$ cat src/rtl/seg7_pkg.sv
// Shared seven-segment glyph table, decoder and sizing helper.
// Glyphs are active-low, bit 6 = segment a ... bit 0 = segment g.
package seg7_pkg;

    localparam logic [6:0] GLYPH_0     = 7'b0000001;
    localparam logic [6:0] GLYPH_1     = 7'b1001111;
    localparam logic [6:0] GLYPH_2     = 7'b0010010;
    localparam logic [6:0] GLYPH_3     = 7'b0000110;
    localparam logic [6:0] GLYPH_4     = 7'b1001100;
    localparam logic [6:0] GLYPH_5     = 7'b0100100;
    localparam logic [6:0] GLYPH_6     = 7'b0100000;
    localparam logic [6:0] GLYPH_7     = 7'b0001111;
    localparam logic [6:0] GLYPH_8     = 7'b0000000;
    localparam logic [6:0] GLYPH_9     = 7'b0000100;
    localparam logic [6:0] GLYPH_E     = 7'b0110000;
    localparam logic [6:0] GLYPH_MINUS = 7'b1111110;
    localparam logic [6:0] GLYPH_BLANK = 7'b1111111;

    localparam int MAX_DIGITS = 8;

    function automatic logic [6:0] seg7_decode(input logic [3:0] code);
        logic [6:0] g;
        case (code)
            4'd0:    g = GLYPH_0;
            4'd1:    g = GLYPH_1;
            4'd2:    g = GLYPH_2;
            4'd3:    g = GLYPH_3;
            4'd4:    g = GLYPH_4;
            4'd5:    g = GLYPH_5;
            4'd6:    g = GLYPH_6;
            4'd7:    g = GLYPH_7;
            4'd8:    g = GLYPH_8;
            4'd9:    g = GLYPH_9;
            4'd12:   g = GLYPH_E;
            4'd15:   g = GLYPH_MINUS;
            default: g = GLYPH_BLANK;
        endcase
        return g;
    endfunction

    // Digit-index width; a single-digit bank still gets a 1-bit index.
    function automatic int seg7_idx_w(input int n);
        return (n > 1) ? $clog2(n) : 1;
    endfunction

endpackage

$ cat src/rtl/seg7_glyph_decode.sv
// Combinational code-to-glyph decoder used on the currently scanned digit.
module seg7_glyph_decode
    import seg7_pkg::*;
(
    input  logic [3:0] code,
    output logic [1:7] seg
);

    assign seg = seg7_decode(code);

endmodule

$ cat src/rtl/seven_segment_scan_driver.sv
// Time-multiplexed common-anode seven-segment driver with leading-zero
// blanking, per-digit enables and tear-free loading at frame boundaries.
module seven_segment_scan_driver
    import seg7_pkg::*;
#(
    parameter int NUM_DIGITS  = 4,
    parameter int REFRESH_DIV = 100000,
    parameter int LZ_BLANK    = 1
) (
    input  logic                    clk,
    input  logic                    reset,
    input  logic [4*NUM_DIGITS-1:0] digits,
    input  logic [NUM_DIGITS-1:0]   digit_en,
    input  logic                    load,
    output logic [1:7]              seg,
    output logic [NUM_DIGITS-1:0]   an,
    output logic                    frame_tick,
    output logic                    applied
);

    localparam int IDX_W = seg7_idx_w(NUM_DIGITS);
    localparam int CNT_W = $clog2(REFRESH_DIV);

    logic [CNT_W-1:0]             cnt;
    logic [IDX_W-1:0]             idx;
    logic [NUM_DIGITS-1:0][3:0]   pend_d, act_d;
    logic [NUM_DIGITS-1:0]        pend_en, act_en;
    logic                         pend_valid;
    logic                         bnd_q, apl_q;
    logic [NUM_DIGITS-1:0]        lz;
    logic                         cnt_wrap, idx_wrap, bnd, visible;
    logic [1:7]                   glyph;

    assign cnt_wrap = (cnt == CNT_W'(REFRESH_DIV - 1));
    assign idx_wrap = (idx == IDX_W'(NUM_DIGITS - 1));
    assign bnd      = cnt_wrap && idx_wrap;

    // A digit is a leading zero when it and every more-significant code are 0.
    for (genvar gi = 0; gi < NUM_DIGITS; gi++) begin : g_lz
        if (gi == 0) begin : g_lsd
            assign lz[gi] = 1'b0;
        end else begin : g_msd
            assign lz[gi] = (LZ_BLANK != 0) && (act_d[NUM_DIGITS-1:gi] == '0);
        end
    end

    assign visible = act_en[idx] && !lz[idx];

    seg7_glyph_decode u_dec (
        .code (act_d[idx]),
        .seg  (glyph)
    );

    always_ff @(posedge clk) begin
        if (reset) begin
            cnt        <= '0;
            idx        <= '0;
            pend_d     <= '0;
            pend_en    <= '0;
            pend_valid <= 1'b0;
            act_d      <= '0;
            act_en     <= '0;
            bnd_q      <= 1'b0;
            apl_q      <= 1'b0;
            seg        <= '1;
            an         <= '1;
            frame_tick <= 1'b0;
            applied    <= 1'b0;
        end else begin
            cnt <= cnt_wrap ? '0 : cnt + 1'b1;
            if (cnt_wrap)
                idx <= idx_wrap ? '0 : idx + 1'b1;

            if (bnd && pend_valid) begin
                act_d      <= pend_d;
                act_en     <= pend_en;
                pend_valid <= 1'b0;
            end
            // A load on the boundary cycle stays pending for the next frame.
            if (load) begin
                pend_d     <= digits;
                pend_en    <= digit_en;
                pend_valid <= 1'b1;
            end

            // Extra stage keeps the pulses aligned with the first digit-0 output.
            bnd_q      <= bnd;
            apl_q      <= bnd && pend_valid;
            frame_tick <= bnd_q;
            applied    <= apl_q;

            an  <= visible ? ~(NUM_DIGITS'(1) << idx) : '1;
            seg <= visible ? glyph : '1;
        end
    end

endmodule

$ cat config.mk
export PLATFORM = sky130hd
export DESIGN_NAME = seven_segment_scan_driver
export DESIGN_NICKNAME = d
export VERILOG_FILES = /design/src/rtl/seg7_pkg.sv /design/src/rtl/seg7_glyph_decode.sv /design/src/rtl/seven_segment_scan_driver.sv
export SDC_FILE = /design/constraint.sdc
export NUM_CORES = 1
export LEC_CHECK = 0
export CORE_MARGIN = 4
export CORE_UTILIZATION = 60
export CTS_CLUSTER_SIZE = 14
export DETAILED_ROUTE_END_ITERATION = 8
export GPL_ROUTABILITY_DRIVEN = 0
export PLACE_DENSITY = 0.84
export REMOVE_ABC_BUFFERS = 1
export SYNTH_ARGS = -nofsm -noshare
export SYNTH_HDL_FRONTEND = slang
export SYNTH_HIERARCHICAL = 1
export SYNTH_SLANG_ARGS = --single-unit
$ cat constraint.sdc
create_clock -name clk -period 5 [get_ports clk]
set_clock_uncertainty 0.1 [all_clocks]
set_input_delay 0.75 -clock clk [delete_from_list [all_inputs] [get_ports clk]]
set_output_delay 0.75 -clock clk [all_outputs]
set_load 0.1 [all_outputs]
# Yosys cells after proc, flatten, opt, wreduce, memory -nomap -nowiden
# Memory sizes are Yosys's and may differ from the RTL's. A register that Yosys moved wholly into a read port is not among the register bits.
# Index checks and enable logic that the tools add are counted.
[word_totals]
inputBits = 23
n_memories = 1
output_inout_bits = 13
ff_bits = 68
rom_bits = 112
[op_classes]
order_cmp = 1
n_eq_ne = 2
n_mux = 9
n_bitwise = 2
n_reduce_logical = 10
n_shift = 1
addsub = 2
[memory_table]
columns = ["name", "depth", "width", "read_ports", "rd_ports_with_merged_regs", "wr", "line", "rtl"]
rows = [
  ["(no name shown)", 16, 7, 1, 1, 0, "seg7_pkg.sv:23", "case (code)"],
]
[ops]
columns = ["cell", "count"]
rows = [
  ["adder 17 x 1 -> 17 bit (second input constant)", 1],
  ["== test 17 bit (second input constant)", 1],
  ["logical NOT 12 bit", 1],
  ["binary-select mux 4 bit (select 2 bit)", 1],
  ["logical NOT 8 bit", 1],
  ["binary-select mux 1 bit (select 2 bit)", 2],
  ["logical NOT 4 bit", 1],
  ["two-way mux 1 bit", 4],
  ["two-way mux 4 bit", 1],
  ["NOT 4 bit", 1],
  ["OR reduction 2 bit", 2],
  ["<< shifter 1 x 2 -> 4 bit (first input constant)", 1],
  ["logical AND 1 bit", 3],
  ["< comparator 2 x 3 -> 1 bit (second input constant)", 1],
  ["adder 2 x 1 -> 2 bit (second input constant)", 1],
  ["== test 2 bit (second input constant)", 1],
  ["two-way mux 2 bit", 1],
  ["nonzero test 2 bit", 1],
  ["logical NOT 1 bit", 1],
  ["NOT 1 bit", 1],
]

# Depth between registers and ports, before layout
[logic_depth]
word_depth = 7
mapped_depth = 8
mapped_depth_nobuf = 7

# Hierarchy
# Netlist, hierarchy kept.
[by_module_without_submodules]
columns = ["module", "area_per_inst_um2", "instances", "cells_each"]
rows = [
  ["seven_segment_scan_driver", 3045.4, 1, 319],
  ["seg7_glyph_decode", 239.0, 1, 30],
]

# Least setup slack after synthesis
# Ideal clock, no wire load.
[synth_path]
path_kind = "reg2reg"
start = "reg idx[0]"
end = "reg seg[4] in the netlist's numbering"
stages_incl_launch_ff = 9
n_path_buf = 1
setup_time_ps = 123
setup_slack_ps = 2849
arrival_ps = 1928
path_cell_list = "dfxtp_1 -> buf_2 -> mux4_2 -> inv_1 -> ha_1 -> nand2_1 -> nand3b_4 -> o21ai_2 -> or2_2"
[synth_via]
elab_chain_cells = 6
word_cells_on_any_way = 10
classes_between = "mux: 6; bitwise: 1; reduce/logical: 3"
[synth_rtl]
columns = ["element", "line", "rtl"]
rows = [
  ["start, declared", "seven_segment_scan_driver.sv:25", "logic [IDX_W-1:0] idx;"],
  ["start signal, assigned", "seven_segment_scan_driver.sv:72", "idx <= idx_wrap ? '0 : idx + 1'b1;"],
  ["binary-select mux 1 bit (select 2 bit)", "seven_segment_scan_driver.sv:47", "assign visible = act_en[idx] && !lz[idx];"],
  ["two-way mux 1 bit (not written as such)", "seven_segment_scan_driver.sv:47", ""],
  ["logical NOT 1 bit", "seven_segment_scan_driver.sv:47", ""],
  ["logical AND 1 bit", "seven_segment_scan_driver.sv:47", ""],
  ["NOT 1 bit (no source line)", "n/a", ""],
  ["OR reduction 2 bit (no source line)", "n/a", ""],
  ["end, declared", "seven_segment_scan_driver.sv:15", "output logic [1:7] seg,"],
]
# Parallel ways exist; a longest one is shown, timed or not. The select of a mux whose other input is x is not followed.
# A chain may end at the register's enable or synchronous reset.

# Worst setup path in the final report
[layout_path]
start = "reg idx[0]"
end = "reg act_d[14] in the netlist's numbering"
[layout_via]
elab_chain_cells = 3
[layout_rtl]
columns = ["element", "line", "rtl"]
rows = [
  ["== test 2 bit", "seven_segment_scan_driver.sv:35", "assign idx_wrap = (idx == IDX_W'(NUM_DIGITS - 1));"],
  ["logical AND 1 bit", "seven_segment_scan_driver.sv:36", "assign bnd = cnt_wrap && idx_wrap;"],
  ["logical AND 1 bit", "seven_segment_scan_driver.sv:74", "if (bnd && pend_valid) begin"],
  ["end signal, assigned", "seven_segment_scan_driver.sv:75", "act_d <= pend_d;"],
  ["end, declared", "seven_segment_scan_driver.sv:26", "logic [NUM_DIGITS-1:0][3:0] pend_d, act_d;"],
]
# No other way between the ends.

==> metrics.md <==
| Metric | Value |
|---|---|
| Post-synth ARST share | 0 |
| Drt pass-1 iters | 4 |
| Initial Util | 0.631 |
| Data required time at the worst endpoint | approximately 5.1 ns |
| Startpoint kind of the worst setup timing path | flip-flop |
| Commonest register cell after synthesis | dfxtp_1 |
| Flop and latch count out of synthesis | 75 |
| Largest buffer count on any clock path | 2 |
| Number of buffers inserted for hold repair after clock tree synthesis | 0 |
| Class of the worst hold path | reg -> reg |
| Largest net degree at the start of global routing | 52 |
| Register clock-pin slew on the reported worst setup and hold paths | 0.07 ns |
| CTS Root Buffer Type | clkbuf_8 |
| Syn_area_per_cell | 9.41 um^2 |
| Leakage power figure | 1.34 nW |
| Top-Level Pins | 36 |
| 1st-iter DRT viols | 198 |
| CTS tree | built |
| Skew-Pair Late Insertion Delay | around 0.34 ns |
| Fillers | between 300 and 400 |
| Depth of the worst hold-timing path | 1 |
| Overall routed net length | 6.56 mm |
| Post-placement cell count | 431 |
| Worst slack after detailed placement | 1.99 ns |
| Internal Power | 911 uW |
| Most numerous cell types in the synthesized netlist | 75 x dfxtp_1, 41 x nor2_1, 30 x nand4_1 |
| Port Buffer Count | 35 |
| Share of cells above drive strength 1 | 0.103 |
| Residual DRC | 0 |
| Count of nets left with antenna violations after detail routing | 0 |
| CP peak stage delay | 0.72 ns |
| Max-slew headroom at the worst pin | 0.350 |
| Switching pwr | between 200 and 250 uW |
| Final critical delay including setup and external delays | ~3.1 ns |
| TNS Setup | 0 ns |
| Final setup fails | 0 |
| Worst reg-to-reg path cell count | 5 |
| Final routed wire length divided by cell count | 14.7 um |
| Kind of end point of the critical path | flip-flop |
| Via count | roughly 2600 |
| Number of synthesized flops with an enable pin | 0 |
| Area of the core | between 5000 and 6000 um^2 |
| Num Clock Sinks | 75 |
| Final HPWL DP | 4.30 mm |
| Cell taking the most area after synthesis | dfxtp_1 |
| Most frequent cell after synthesis | dfxtp_1 |
| Area share of the leading cell type in the synthesized netlist | 0.457 |
| Total of warnings raised by yosys | 6 |
| Cell types with the largest area share after synthesis | dfxtp_1 46%, mux2i_1 6.7%, nand4_1 5.7% |
| CTS-repair resized insts | 0 |
| Share of the clock period used by the worst path after layout | 0.616 |
| Peak clock frequency supported by timing | 325 MHz |
| Final global-route overflow total | 0 |
| Initial antenna violation count | 0 |
| Total track usage | 0.211 |
| Signed area change from the synthesized netlist to the final layout | 16.9% |
| Sequential fraction of design power | 0.538 |
| Mapped cell area | 3280 um^2 |
| Final cell count without fillers | 447 |
| Wire length of the first global-routing pass | 10.9 mm |
| Height of the die | 82.0 um |
| Maximum level of the CTS H-tree | 3 |
| Final-report hold violation count | 0 |
| Number of setup buffers added after CTS | 0 |
| Via-to-Cell Ratio | 5.75 |
| Worst Path Max Fanout | 21 |
| Max capacitance violation total | 0 |
| Die Outline Area | 6720 um^2 |
| Actual slew at the worst max-slew pin | approximately 0.97 ns |
| RSZ-0062 raised after global routing | false |
| Horizontal die dimension | 82.0 um |
| Worst voltage drop across the vdd grid | ~230 uV |
| Diode count | 0 |
| Number of global-route vias before repair | 2372 |
| Switch share | 0.206 |
| Number of pins with negative max-slew slack in the final report | 0 |
| Outcome | finished clean |
| Clock share of power | 0.418 |
| Number of CTS-inserted buffers | 9 |
| Total number of placement rows | 26 |
| Library cell contributing the largest single delay on the critical path | nand4bb_1 |
| Sequential cell area fraction in the yosys report | 0.457 |
| Arr. time, crit path | 3.18 ns |
| Number of nets at the end of the flow | 405 |
| Pwr per Cell Area | between 200 and 300 nW/um^2 |
| Post-synthesis instance total | 349 |
| Fraction of power consumed by combinational cells | 0.044 |
| Crit path setup slack, layout | 1.92 ns |
| WS Path Type | reg -> reg |
| Critical path, cell by cell | ha_1 > and2_1 > nand4bb_1 > o21ai_0 > a21oi_1 |
| Number of different library cells in the post-synthesis netlist | 45 |
worst paths after layout:
| kind | startpoint | to | slack [ns] |
|---|---|---|---|
| worst min-delay path | bnd_q | frame_tick | 0.34 |
| worst min register to register | bnd_q | frame_tick | 0.34 |
| worst max register to register | idx[0] | act_d[14] | 1.92 |
| worst max-delay path | idx[0] | act_d[14] | 1.92 |
routing by layer:
layer,wire length (um),up-vias,global-route usage
met5,0,-,0
met4,98,0,0.0748
met3,297,10,0.0526
met2,3210,59,0.349
met1,2950,1207,0.266
li1,-,1294,-
power groups by stage:
stage	logic (mW)	clock network (mW)	registers [mW]
final	0.0509	0.480	0.617
after global routing	0.0558	0.508	0.618
after CTS	0.0514	0.487	0.617
after detailed placement	0.0512	0	0.631
after global placement	0.0496	0	0.631
after floorplan	0.0199	0	0.628
worst max-delay path, delay by kind of cell (launching register included):
family | cells | cell delay [ns]
AO/OA/AOI/OAI | 2 | 0.54
AND/OR/NAND/NOR | 2 | 1.37
flip-flops | 1 | 0.63
adder cells (fa/ha/maj) | 1 | 0.29
flip-flops by register name, indices dropped and copies added, names as in the netlist:
| register | cells |
|---|---|
| idx | 2 |
| seg | 7 |
| applied | 1 |
| frame_tick | 1 |
| bnd_q | 1 |
| pend_valid | 1 |
| an | 4 |
| pend_d | 16 |
| cnt | 17 |
| act_d | 16 |
| pend_en | 4 |
| act_en | 4 |
| apl_q | 1 |
metrics by stage:
| stage | util | hold slack [ns] | power (mW) | instance area (um^2) |
|---|---|---|---|---|
| 2_1_floorplan | - | 0.314 | 0.648 | 3160 |
| 3_3_place_gp | 0.698 | 0.316 | 0.680 | 3630 |
| 3_5_place_dp | 0.698 | 0.326 | 0.682 | 3630 |
| 4_1_cts | 0.738 | 0.343 | 1.16 | 3840 |
| 5_1_grt | 0.738 | 0.361 | 1.18 | 3840 |
| 6_report | 0.738 | 0.336 | 1.15 | 3840 |
kinds of logic (layout without fill, tap and decap cells):
kind of cell | Yosys count | in the layout | synth area share
AOI/OAI and AO/OA | 62 | 62 | 0.107
DFF | 75 | 75 | 0.457
xor gates and xnor gates | 13 | 13 | 0.0347
and+or+nand+nor | 125 | 125 | 0.212
muxes | 27 | 27 | 0.101
adders and majority gates | 10 | 10 | 0.0381
buffers and inverters | 37 | 65 | 0.0495
layout make-up:
type                    instances  area (um^2)  area share
clock buffers                  15          176      0.0459
clock inverters                 1         30.0     0.00782
inverters                      10         37.5     0.00978
multi-input cells             237         1630       0.424
flip-flops and latches         75         1500       0.391
well taps                      70         87.6      0.0228
repair buffers                 39          380      0.0991
placed cells by master (no fill, tap or decap), drive strengths merged:
| cell | count |
|---|---|
| nor4 | 6 |
| or4b | 1 |
| clkbuf | 15 |
| and2 | 1 |
| nor2b | 2 |
| and2b | 1 |
| nor4b | 1 |
| a21oi | 26 |
| ha | 10 |
| dfxtp | 75 |
| mux2i | 22 |
| xnor2 | 12 |
| clkdlybuf4s50 | 35 |
| a211oi | 1 |
| or3 | 2 |
| a31oi | 1 |
| inv | 10 |
| bufinv | 1 |
| nand2 | 6 |
| mux4 | 5 |
| o211ai | 1 |
| o21ai | 30 |
| nand4 | 30 |
| nor3b | 1 |
| nand2b | 2 |
| nand4b | 3 |
| nand4bb | 1 |
| nand3b | 1 |
| buf | 4 |
| nor3 | 5 |
| xor2 | 1 |
| o21bai | 1 |
| o31ai | 1 |
| nand3 | 9 |
| or4 | 4 |
| o21a | 1 |
| nor2 | 42 |
| or2 | 7 |
Power figures use the tool's default switching activity.
==> edit: new RTL, same flow settings <==
Put one more register stage on the output `seg`, cleared by the reset. The value now appears one clock later. The other outputs are not delayed to match.
--- a/src/rtl/seven_segment_scan_driver.sv
+++ b/src/rtl/seven_segment_scan_driver.sv
@@ -20,6 +20,8 @@
 
     localparam int IDX_W = seg7_idx_w(NUM_DIGITS);
     localparam int CNT_W = $clog2(REFRESH_DIV);
+
+    logic [1:7] seg_s0;
 
     logic [CNT_W-1:0]             cnt;
     logic [IDX_W-1:0]             idx;
@@ -62,7 +64,7 @@
             act_en     <= '0;
             bnd_q      <= 1'b0;
             apl_q      <= 1'b0;
-            seg        <= '1;
+            seg_s0     <= '1;
             an         <= '1;
             frame_tick <= 1'b0;
             applied    <= 1'b0;
@@ -90,7 +92,15 @@
             applied    <= apl_q;
 
             an  <= visible ? ~(NUM_DIGITS'(1) << idx) : '1;
-            seg <= visible ? glyph : '1;
+            seg_s0 <= visible ? glyph : '1;
+        end
+    end
+
+    always_ff @(posedge clk) begin
+        if (reset) begin
+            seg <= '0;
+        end else begin
+            seg <= seg_s0;
         end
     end
 
Function: changed (Yosys sat finds a counterexample within 4 cycles, from zero or initial values and one cycle with reset high).
==> edit against the original RTL <==
Setup slack gained 0.060 ns; sequential cell count increased by 7; largest power group unchanged; first-iteration DRC count increased by 16%; highest routed layer unchanged; combinational power rose by 58%; critical endpoint is now act_d[4]; power grew 4.9%; wire length increased by 3.6%; area after synthesis grew 6.0%; final area increased by 4.6%; non-clock buffer count unchanged.
==> edit: results (changes against the original RTL) <==
.. list-table::
   :header-rows: 1

   * - Metric
     - Value
   * - Flip-flop count of the largest register, all copies and words added
     - 17 (unchanged)
   * - Highest net fanout along the worst path
     - 21 (unchanged)
   * - Clk_lat worst skew
     - between 0.3 and 0.4 ns
   * - Data arrival at the endpoint of the critical path
     - 3.13 ns (-0.05 ns)
   * - Final-stage net count
     - 418 (+3.2%)
   * - Number of search-and-repair iterations in the first detailed-routing pass
     - 5 (+1)
   * - Async set-reset flop share out of synthesis
     - 0 (unchanged)
   * - Pin count of the biggest net entering global routing
     - 58 (+12%)
   * - First-pass GRT wire length
     - 11700 um (+7.4%)
   * - Number of instances in the synthesized netlist
     - 362 (+3.7%)
   * - Post-placement cell count
     - 446 (+3.5%)
   * - Final non-filler cell total
     - 462 (+3.4%)
   * - Run status
     - complete, no violations
   * - Final-layout fill cell count
     - 420 (+8.2%)
   * - Worst-case vdd ir drop
     - 0.266 mV (+15%)
   * - Routed wire per std cell
     - 14.7 um (+0.21%)
   * - Clock-pin slew on the worst setup and hold paths
     - roughly 0.080 ns
   * - Via count of the first global-routing pass
     - 2574 (+8.5%)
   * - Top cell types by occurrence after synthesis
     - 82 x sky130_fd_sc_hd__dfxtp_1, 40 x sky130_fd_sc_hd__nor2_1, 30 x sky130_fd_sc_hd__nand4_1
   * - Detailed Route Iter0 Violations
     - 230 (+16%)
   * - Synth top area cells
     - sky130_fd_sc_hd__dfxtp_1 47%, sky130_fd_sc_hd__mux2i_1 6.3%, sky130_fd_sc_hd__nand4_1 5.4%
   * - Worst slew pin tran
     - 0.979 ns (+0.0117 ns)
   * - Overall fraction of global-route tracks in use
     - 0.200 (-0.0104)
   * - Pre-CTS setup slack
     - 1.99 ns (+0.00245 ns)
   * - Share of cells above drive strength 1
     - 0.113 (+0.00937)
   * - Number of distinct library cells after synthesis
     - 44 (-2.2%)
   * - Worst hold path class
     - reg -> reg
   * - Leakage component of the power
     - 1.41 nW (+4.8%)
   * - Clock root cell
     - sky130_fd_sc_hd__clkbuf_8
   * - Number of synthesized flops with an enable pin
     - 0 (unchanged)
   * - Vias per cell
     - 5.79 (+0.67%)
   * - # DRC
     - 0 (unchanged)
   * - Final HPWL DP
     - 4540 um (+5.5%)
   * - Final core area utilization
     - 0.720 (-0.0174)
   * - Number of antenna cells inserted
     - 0 (unchanged)
   * - Worst-case clock buffer depth
     - 2 (unchanged)
   * - Placement Cell Area
     - 0.00382 sq mm (+5.3%)
   * - Seq/Total Area, Yosys
     - 0.471 (+0.0143)
   * - Sw Pwr
     - 0.283 mW (+19%)
   * - Deepest level of the CTS H-tree
     - 3 (unchanged)
edit: per-layer routing:
layer	vias up	track usage	wire length, um
met1	1263	0.256	3060
met5	-	0	0
li1	1332	-	-
met4	0	0.0702	125
met2	67	0.329	3280
met3	12	0.0500	326
edit: critical path, stage by stage (launching register included):
cell	delay [ns]
sky130_fd_sc_hd__dfxtp_1	0.62
sky130_fd_sc_hd__ha_1	0.27
sky130_fd_sc_hd__and2_1	0.64
sky130_fd_sc_hd__nand4bb_1	0.71
sky130_fd_sc_hd__o21ai_0	0.43
sky130_fd_sc_hd__a21oi_1	0.11
edit: path summary, 6_finish.rpt:
kind | depth (start not counted) | startpoint | slack [ns] | endpoint
min | 1 | bnd_q | 0.34 | frame_tick
min reg2reg | 1 | bnd_q | 0.34 | frame_tick
max | 5 | idx[0] | 1.98 | act_d[4]
max reg2reg | 5 | idx[0] | 1.98 | act_d[4]
edit: power by group through the flow:
stage / Combinational (mW) / Sequential [mW] / Clock (mW)
2_1_floorplan: 0.0210 / 0.711 / 0
3_3_place_gp: 0.0783 / 0.691 / 0
3_5_place_dp: 0.0807 / 0.692 / 0
4_1_cts: 0.0808 / 0.676 / 0.457
5_1_grt: 0.0861 / 0.678 / 0.487
6_report: 0.0803 / 0.677 / 0.447
edit: final cells by class:
| type | count | area share |
|---|---|---|
| multi-input combinational | 243 | 0.419 |
| sequential | 82 | 0.409 |
| timing repair buffer | 39 | 0.0935 |
| clock buffer | 12 | 0.0411 |
| tap | 72 | 0.0224 |
| inverter | 10 | 0.00935 |
| clock inverter | 4 | 0.00623 |
edit: cell families after synthesis:
family	Yosys count	share of synthesized area
DFF	82	0.471
AOI/OAI and AO/OA	62	0.101
and+or+nand+nor	131	0.216
muxes	27	0.0956
adders and majority gates	10	0.0359
xor gates and xnor gates	13	0.0327
buffers and inverters	37	0.0478
